==> config.mk <==
export PLATFORM = sky130hd
export DESIGN_NAME = delivery_frame_serializer
export DESIGN_NICKNAME = d
export VERILOG_FILES = /design/src/rtl/delivery_frame_serializer.sv
export SDC_FILE = /design/constraint.sdc
export NUM_CORES = 2
export LEC_CHECK = 0
export ABC_AREA = 1
export CORE_AREA = 2 2 413 415
export DETAILED_ROUTE_END_ITERATION = 10
export DIE_AREA = 0 0 415 417
export REMOVE_ABC_BUFFERS = 1
export SYNTH_ARGS = -nofsm -noshare
export SYNTH_HDL_FRONTEND = slang
export SYNTH_SLANG_ARGS = --single-unit
==> constraint.sdc <==
create_clock -name clock -period 2.5 [get_ports clock]
set_clock_uncertainty 0.15 [all_clocks]
set_input_delay 0.375 -clock clock [delete_from_list [all_inputs] [get_ports clock]]
set_output_delay 0.375 -clock clock [all_outputs]
set_load 0.05 [all_outputs]
==> src/rtl/delivery_frame_serializer.sv <==
// Snapshots the game state on start and streams HEADER, status, ROWS row bytes and an XOR
// checksum over a valid/ready byte interface, leaving one idle cycle between bytes.
module delivery_frame_serializer #(
  parameter int unsigned ROWS   = 32,
  parameter logic [7:0]  HEADER = 8'hA5
) (
  input  logic         clock,
  input  logic         reset,
  input  logic         start,
  input  logic [511:0] map_obstacles_flat,
  input  logic [511:0] map_objectives_flat,
  input  logic [3:0]   player_position,
  input  logic [2:0]   pontuacao,
  input  logic         game_over,
  input  logic         tx_ready,
  output logic         tx_valid,
  output logic [7:0]   tx_data,
  output logic         busy,
  output logic         done
);
  localparam logic [2:0] S_IDLE = 3'd0;
  localparam logic [2:0] S_HDR  = 3'd1;
  localparam logic [2:0] S_STAT = 3'd2;
  localparam logic [2:0] S_ROW  = 3'd3;
  localparam logic [2:0] S_CSUM = 3'd4;
  localparam logic [2:0] S_FIN  = 3'd5;
  localparam logic [6:0] LAST_IDX = 7'(ROWS - 1);

  logic [2:0]   state_q, state_d;
  logic [6:0]   idx_q, idx_d;
  logic [7:0]   csum_q, csum_d;
  logic [511:0] obs_q, obs_d;
  logic [511:0] obj_q, obj_d;
  logic [7:0]   status_q, status_d;
  logic         tx_valid_q, tx_valid_d;
  logic [7:0]   tx_data_q, tx_data_d;
  logic         busy_q, busy_d;
  logic         done_q, done_d;
  logic [7:0]   cur_byte_s;
  logic         xfer_s;

  function automatic logic [7:0] row_byte(input logic [511:0] obj, input logic [511:0] obs,
                                          input logic [6:0] idx);
    return {obj[{idx, 2'b00} +: 4], obs[{idx, 2'b00} +: 4]};
  endfunction

  assign xfer_s = tx_valid_q & tx_ready;

  // Byte the current state offers on the link
  always_comb begin
    cur_byte_s = 8'h00;
    case (state_q)
      S_HDR:   cur_byte_s = HEADER;
      S_STAT:  cur_byte_s = status_q;
      S_ROW:   cur_byte_s = row_byte(obj_q, obs_q, idx_q);
      S_CSUM:  cur_byte_s = csum_q;
      default: cur_byte_s = 8'h00;
    endcase
  end

  // Frame sequencing: present a byte, hold it while stalled, drop valid for a cycle after a transfer
  always_comb begin
    state_d    = state_q;
    idx_d      = idx_q;
    csum_d     = csum_q;
    obs_d      = obs_q;
    obj_d      = obj_q;
    status_d   = status_q;
    tx_valid_d = tx_valid_q;
    tx_data_d  = tx_data_q;
    busy_d     = busy_q;
    done_d     = 1'b0;
    case (state_q)
      S_IDLE: begin
        if (start) begin
          obs_d      = map_obstacles_flat;
          obj_d      = map_objectives_flat;
          status_d   = {game_over, pontuacao, player_position};
          csum_d     = 8'h00;
          idx_d      = 7'd0;
          tx_valid_d = 1'b1;
          tx_data_d  = HEADER;
          busy_d     = 1'b1;
          state_d    = S_HDR;
        end else begin
          state_d = S_IDLE;
        end
      end
      S_HDR, S_STAT, S_ROW, S_CSUM: begin
        if (xfer_s) begin
          tx_valid_d = 1'b0;
          case (state_q)
            S_HDR: state_d = S_STAT;
            S_STAT: begin
              csum_d  = csum_q ^ cur_byte_s;
              state_d = S_ROW;
            end
            S_ROW: begin
              csum_d = csum_q ^ cur_byte_s;
              if (idx_q == LAST_IDX) begin
                state_d = S_CSUM;
              end else begin
                idx_d = idx_q + 7'd1;
              end
            end
            S_CSUM: begin
              busy_d  = 1'b0;
              done_d  = 1'b1;
              state_d = S_FIN;
            end
            default: state_d = S_IDLE;
          endcase
        end else if (!tx_valid_q) begin
          tx_valid_d = 1'b1;
          tx_data_d  = cur_byte_s;
        end else begin
          tx_valid_d = 1'b1;
        end
      end
      S_FIN:   state_d = S_IDLE;
      default: state_d = S_IDLE;
    endcase
  end

  // State and output registers; reset abandons any frame in flight
  always_ff @(posedge clock) begin
    if (reset) begin
      state_q    <= S_IDLE;
      idx_q      <= 7'd0;
      csum_q     <= 8'h00;
      obs_q      <= '0;
      obj_q      <= '0;
      status_q   <= 8'h00;
      tx_valid_q <= 1'b0;
      tx_data_q  <= 8'h00;
      busy_q     <= 1'b0;
      done_q     <= 1'b0;
    end else begin
      state_q    <= state_d;
      idx_q      <= idx_d;
      csum_q     <= csum_d;
      obs_q      <= obs_d;
      obj_q      <= obj_d;
      status_q   <= status_d;
      tx_valid_q <= tx_valid_d;
      tx_data_q  <= tx_data_d;
      busy_q     <= busy_d;
      done_q     <= done_d;
    end
  end

  assign tx_valid = tx_valid_q;
  assign tx_data  = tx_data_q;
  assign busy     = busy_q;
  assign done     = done_q;
endmodule
======== Word-level counts from Yosys, hierarchy flattened ========
Cells that the tools add are included.
operators by class
  add/sub/neg operators ................... 1
  equal/unequal tests ..................... 14
  shift operators ......................... 2
  mux-type cells .......................... 26
  bitwise operators ....................... 4
  reduce and logical (&&, ||, !) cells .... 12
operators by type and width
  operator                                                                number
  512-bit by 10-bit variable part select with 4-bit output                2
  8-bit 2-to-1 mux                                                        6
  8-bit one-hot mux with 2 select lines                                   2
  8-bit one-hot mux with 4 select lines                                   1
  7-bit 2-to-1 mux                                                        4
  2-bit != test (second input constant)                                   8
  7-bit one-hot mux with 2 select lines                                   1
  3-bit one-hot mux with 4 select lines                                   1
  4-bit AND reduction                                                     3
  8-bit XOR                                                               1
  7-bit by 1-bit adder with 7-bit output (second input constant)          1
  7-bit by 5-bit equality test with 1-bit output (second input constant)  1
  3-bit by 2-bit equality test with 1-bit output (second input constant)  2
  1-bit 2-to-1 mux                                                        6
  3-bit 2-to-1 mux                                                        2
  3-bit one-hot mux with 2 select lines                                   1
  2-bit AND reduction                                                     3
  5-bit AND reduction                                                     1
  1-bit one-hot mux with 2 select lines                                   2
  4-bit OR reduction                                                      1
  3-bit by 1-bit equality test with 1-bit output (second input constant)  1
  3-bit equality test (second input constant)                             1
  3-bit logical NOT                                                       1
  3-bit != test (second input constant)                                   1
  other kinds (5)                                                         6
word-level totals
  register bits ........................... 1061
  output and inout bits ................... 11

======== Logic depth before layout (Yosys ltp) ========
  depth after elaboration ................. 6
  mapped depth ............................ 22
  mapped depth without buffers ............ 19

======== Worst setup path before layout ========
No wires, ideal clock.
  path type ............................... flip-flop to flip-flop
  start ................................... register idx_q[0]
  end ..................................... register tx_data_q[0], in the netlist tx_data[0]
  arrival time ............................ 2.027 ns
  required time ........................... 2.234 ns
  slack ................................... 0.208 ns
  cell stages (with the launch flop) ...... 17
  path buffers ............................ 5
  clock period less this slack ............ 2.292 ns
  path through ............................ dfxtp_1 buf_2 buf_2 buf_2 buf_2 buf_2 a21oi_1 o21ai_0 o21ai_0 a21oi_1 nand3_1 nand3_1 nand2_1 nand3_1 nand2_1 o21ai_0 inv_1
between the ends
  word-level cells in the longest chain between the ends .. 5
ends and longest elaborated chain
  element                                                   RTL line  source
  start, declared                                           30        logic [6:0] idx_q, idx_d;
  start signal, assigned                                    140       idx_q <= idx_d;
  512-bit by 10-bit variable part select with 4-bit output  44        return {obj[{idx, 2'b00} +: 4], obs[{idx, 2'b00} +: 4]};
  8-bit one-hot mux with 4 select lines                     52        case (state_q)
  8-bit 2-to-1 mux                                          113       end else if (!tx_valid_q) begin
  8-bit 2-to-1 mux                                          90        if (xfer_s) begin
  8-bit one-hot mux with 2 select lines                     73        case (state_q)
  end signal, assigned                                      146       tx_data_q <= tx_data_d;
  end, declared                                             36        logic [7:0] tx_data_q, tx_data_d;
Every way passes these cells. The select of a mux whose other input is x is not followed.
A chain may end at the register's enable or synchronous reset.

==> impl_metrics.ini <==
[power]
power_leakage_nw = 29.07
power_density_mw_per_mm2 = 1341
peakVddDrop_v = 0.0009918
power_w = 0.1051

[route]
drc_errors = 0
totalWireLength_um = 255800
antenna_left = 0
wl_per_cell_um = 24.88
dr.pass1.iters = 6
drt-vias-per-instance = 5.345
vias = 54951
drt_iter0_drc = 5429

[setup_path]
r2r-start = idx_q[1]
worstPathCellList = buf_12 -> buf_16 -> ha_4 -> nand4_1 -> nand2_2 -> a21oi_4 -> buf_6 -> buf_6 -> buf_16 -> buf_12 -> buf_12 -> buf_12 -> nand3_1 -> a21oi_1
worstSetupStartpoint = idx_q[1]
endpoint_kind = flop
slowest_delay_ns = 0.35
r2r_cells = 14
worstSetupPathType = flop to flop
r2r_end = obs_q[40]
slowest_stage = dfxtp_4
regToRegSetupSlack_ns = -0.19
critPathMaxFanout = 8
critPathBufInv = 8
path_common_cell = buf_12
startpoint_type = flop
cp_top_family = buffers and inverters
cp.required_ns = 3.01
arrival_ns = 3.20

[global_route]
grt_pass1_wl_um = 351400
antenna_found_initial = 37
grt_max_degree = 174
grt_pass1_vias = 52983
track_usage = 0.2706
grt_overflow = 0

[layout]
layout.cells.non_filler = 10281
layout_commonest_cell = dfxtp_1
nets = 8974
fillers = 16070
drive_gt1_frac = 0.2276
area_growth_pct = 65.70
layout_common_cells = 1055 x dfxtp_1, 1034 x clkdlybuf4s50_1, 1013 x a21oi_1
postLayoutCellArea_mm2 = 0.07835

[place]
place.gp.congestion = 0.9132
dpl.hpwl_um = 160600
dpl_cell_area_mm2 = 0.06217
dp_cells = 9742
place.port_buffers = 1046
pre_cts_slack_ns = -0.4587

[floorplan]
die_x_um = 415
initial_core_util = 0.2806
ioPinCount = 1047
die-area_mm2 = 0.1731
rows = 151
placeableCoreArea_mm2 = 0.1685
die_y_um = 417

[clock_network]
clkLatencyLatePin_ns = 0.78
cts_root_buf = clkbuf_16
cts_tree = built
clk_pin_slew_ns = 0.06
cts_buffers = 118
htree_levels = 3
cts.sinks = 1061
clk_path_buf_depth = 3

[sta]
finalHoldViolCount = 0
fmax_ghz = 0.3719
fin_tns_setup_ns = -42.92
maxSlewHeadroom = 0.1149
period_share = 1.075
period_needed_ns = 2.689
worstMarginPinSlew_ns = 1.328
fin_ws_ns = -0.1886
slew_viol_final = 0
rsz0062_at_grt = yes
finalSetupViolCount = 679

[logic_synthesis]
synth_cells = 6683
avgSynthCellArea_um2 = 7.075
synth-seq-area-share = 0.4492
ys_ff_latch = 1061
synth_cell_types = 32
synth_edf_count = 0
syn_area_mm2 = 0.04728
ys.flop_type = dfxtp_1
synth_warnings = 0
async_reset_ff_frac = 0

[run]
maxCapViolations = 0

[status]
violations = negative setup slack
status = finished, violations left

[hold_path]
holdCritPathClass = input pin to flop
holdPathEnd = obs_q[67]
worstHoldStart = map_obstacles_flat[67]
worstHoldPathCells = 3
## cells in the mapped netlist, types with 5 or more instances
cell | instances | area [µm²]
a21oi_1 | 1290 | 6456
nand2_1 | 1149 | 4313
dfxtp_1 | 1061 | 21240
nand3_1 | 790 | 3954
inv_1 | 617 | 2316
o21ai_1 | 410 | 2052
o21ai_0 | 403 | 2017
clkbuf_1 | 318 | 1194
buf_2 | 242 | 1211
o211ai_1 | 216 | 1622
nor2_1 | 94 | 352.8
buf_1 | 38 | 142.6
a22oi_1 | 16 | 120.1
buf_4 | 8 | 60.06
inv_2 | 5 | 18.77
## worst register-to-register path, cell delays in order, from the launching register on
cell and delay (ns):
dfxtp_4 0.35, buf_12 0.15, buf_16 0.15, ha_4 0.16
nand4_1 0.12, nand2_2 0.09, a21oi_4 0.25, buf_6 0.14
buf_6 0.11, buf_16 0.16, buf_12 0.15, buf_12 0.17
buf_12 0.17, nand3_1 0.12, a21oi_1 0.17
## through the flow
stage,util,hold slack (ns)
3_3_place_gp,0.3689,0.2843
3_5_place_dp,0.3689,0.2878
5_1_grt,0.4649,0.02554
4_1_cts,0.4364,0.0004579
2_1_floorplan,-,0.2753
6_report,0.4649,0.04258
## metal layers
metal | wire, µm | part of all wire | vias to the layer above | global-route usage
met4 | 17500 | 0.068 | 6 | 0.1743
met1 | 98860 | 0.39 | 26402 | 0.3277
met2 | 122300 | 0.48 | 2712 | 0.4499
met5 | 43 | 0.00017 | - | 0
li1 | - | - | 25140 | -
met3 | 17080 | 0.067 | 691 | 0.03849
## state kept, by name, indices dropped and copies added, names as in the netlist
register and count:
idx_q 7, busy 1, tx_valid 1, obs_q 512, done 1, csum_q 8
status_q 8, obj_q 512, tx_data 8, state_q 3
## layout make-up
| type | count | area (µm²) | area share |
|---|---|---|---|
| Antenna cell | 30 | 75.07 | 0.0009582 |
| Clock buffer | 178 | 3530 | 0.04505 |
| Clock inverter | 38 | 581.8 | 0.007426 |
| Inverter | 625 | 2384 | 0.03042 |
| Multi-Input combinational cell | 4390 | 25810 | 0.3294 |
| Sequential cell | 1061 | 21260 | 0.2713 |
| Tap cell | 2218 | 2775 | 0.03542 |
| Timing Repair Buffer | 1741 | 21930 | 0.2800 |
## cells by family after synthesis
| group | share of synthesized area |
|---|---|
| adder cells (fa/ha/maj) | 0.0002646 |
| AO/OA/AOI/OAI | 0.2611 |
| flip-flops | 0.4492 |
| buffers and inverters | 0.1050 |
| AND/OR/NAND/NOR | 0.1842 |
| XOR/XNOR | 0.0001853 |
## report_power, final
part           switching, W  leakage [nW]  total [W]  internal, W
logic                0.0323          18.4     0.0591       0.0268
registers           0.00326          8.70     0.0275       0.0242
clock network       0.00781          2.01     0.0185       0.0107
## worst max path at each step
stage | cells after the start | to
2_1_floorplan | 4 | obj_q[100]
6_report | 14 | obs_q[40]
5_1_grt | 14 | obj_q[213]
3_3_place_gp | 19 | csum_q[5]
4_1_cts | 14 | obj_q[147]
3_5_place_dp | 19 | csum_q[5]
## timing repair
| action | CTS | global route |
|---|---|---|
| hold buffers | 18 | 0 |
| buffers inserted | 101 | 34 |
| gates cloned | 116 | 65 |
| endpoints found under the setup margin | 912 | 1043 |
| endpoints found under the hold margin | 62 | 0 |
| pin swaps | 155 | 243 |
| resized for setup | 781 | 938 |
(Power assumes the default switching activity.)
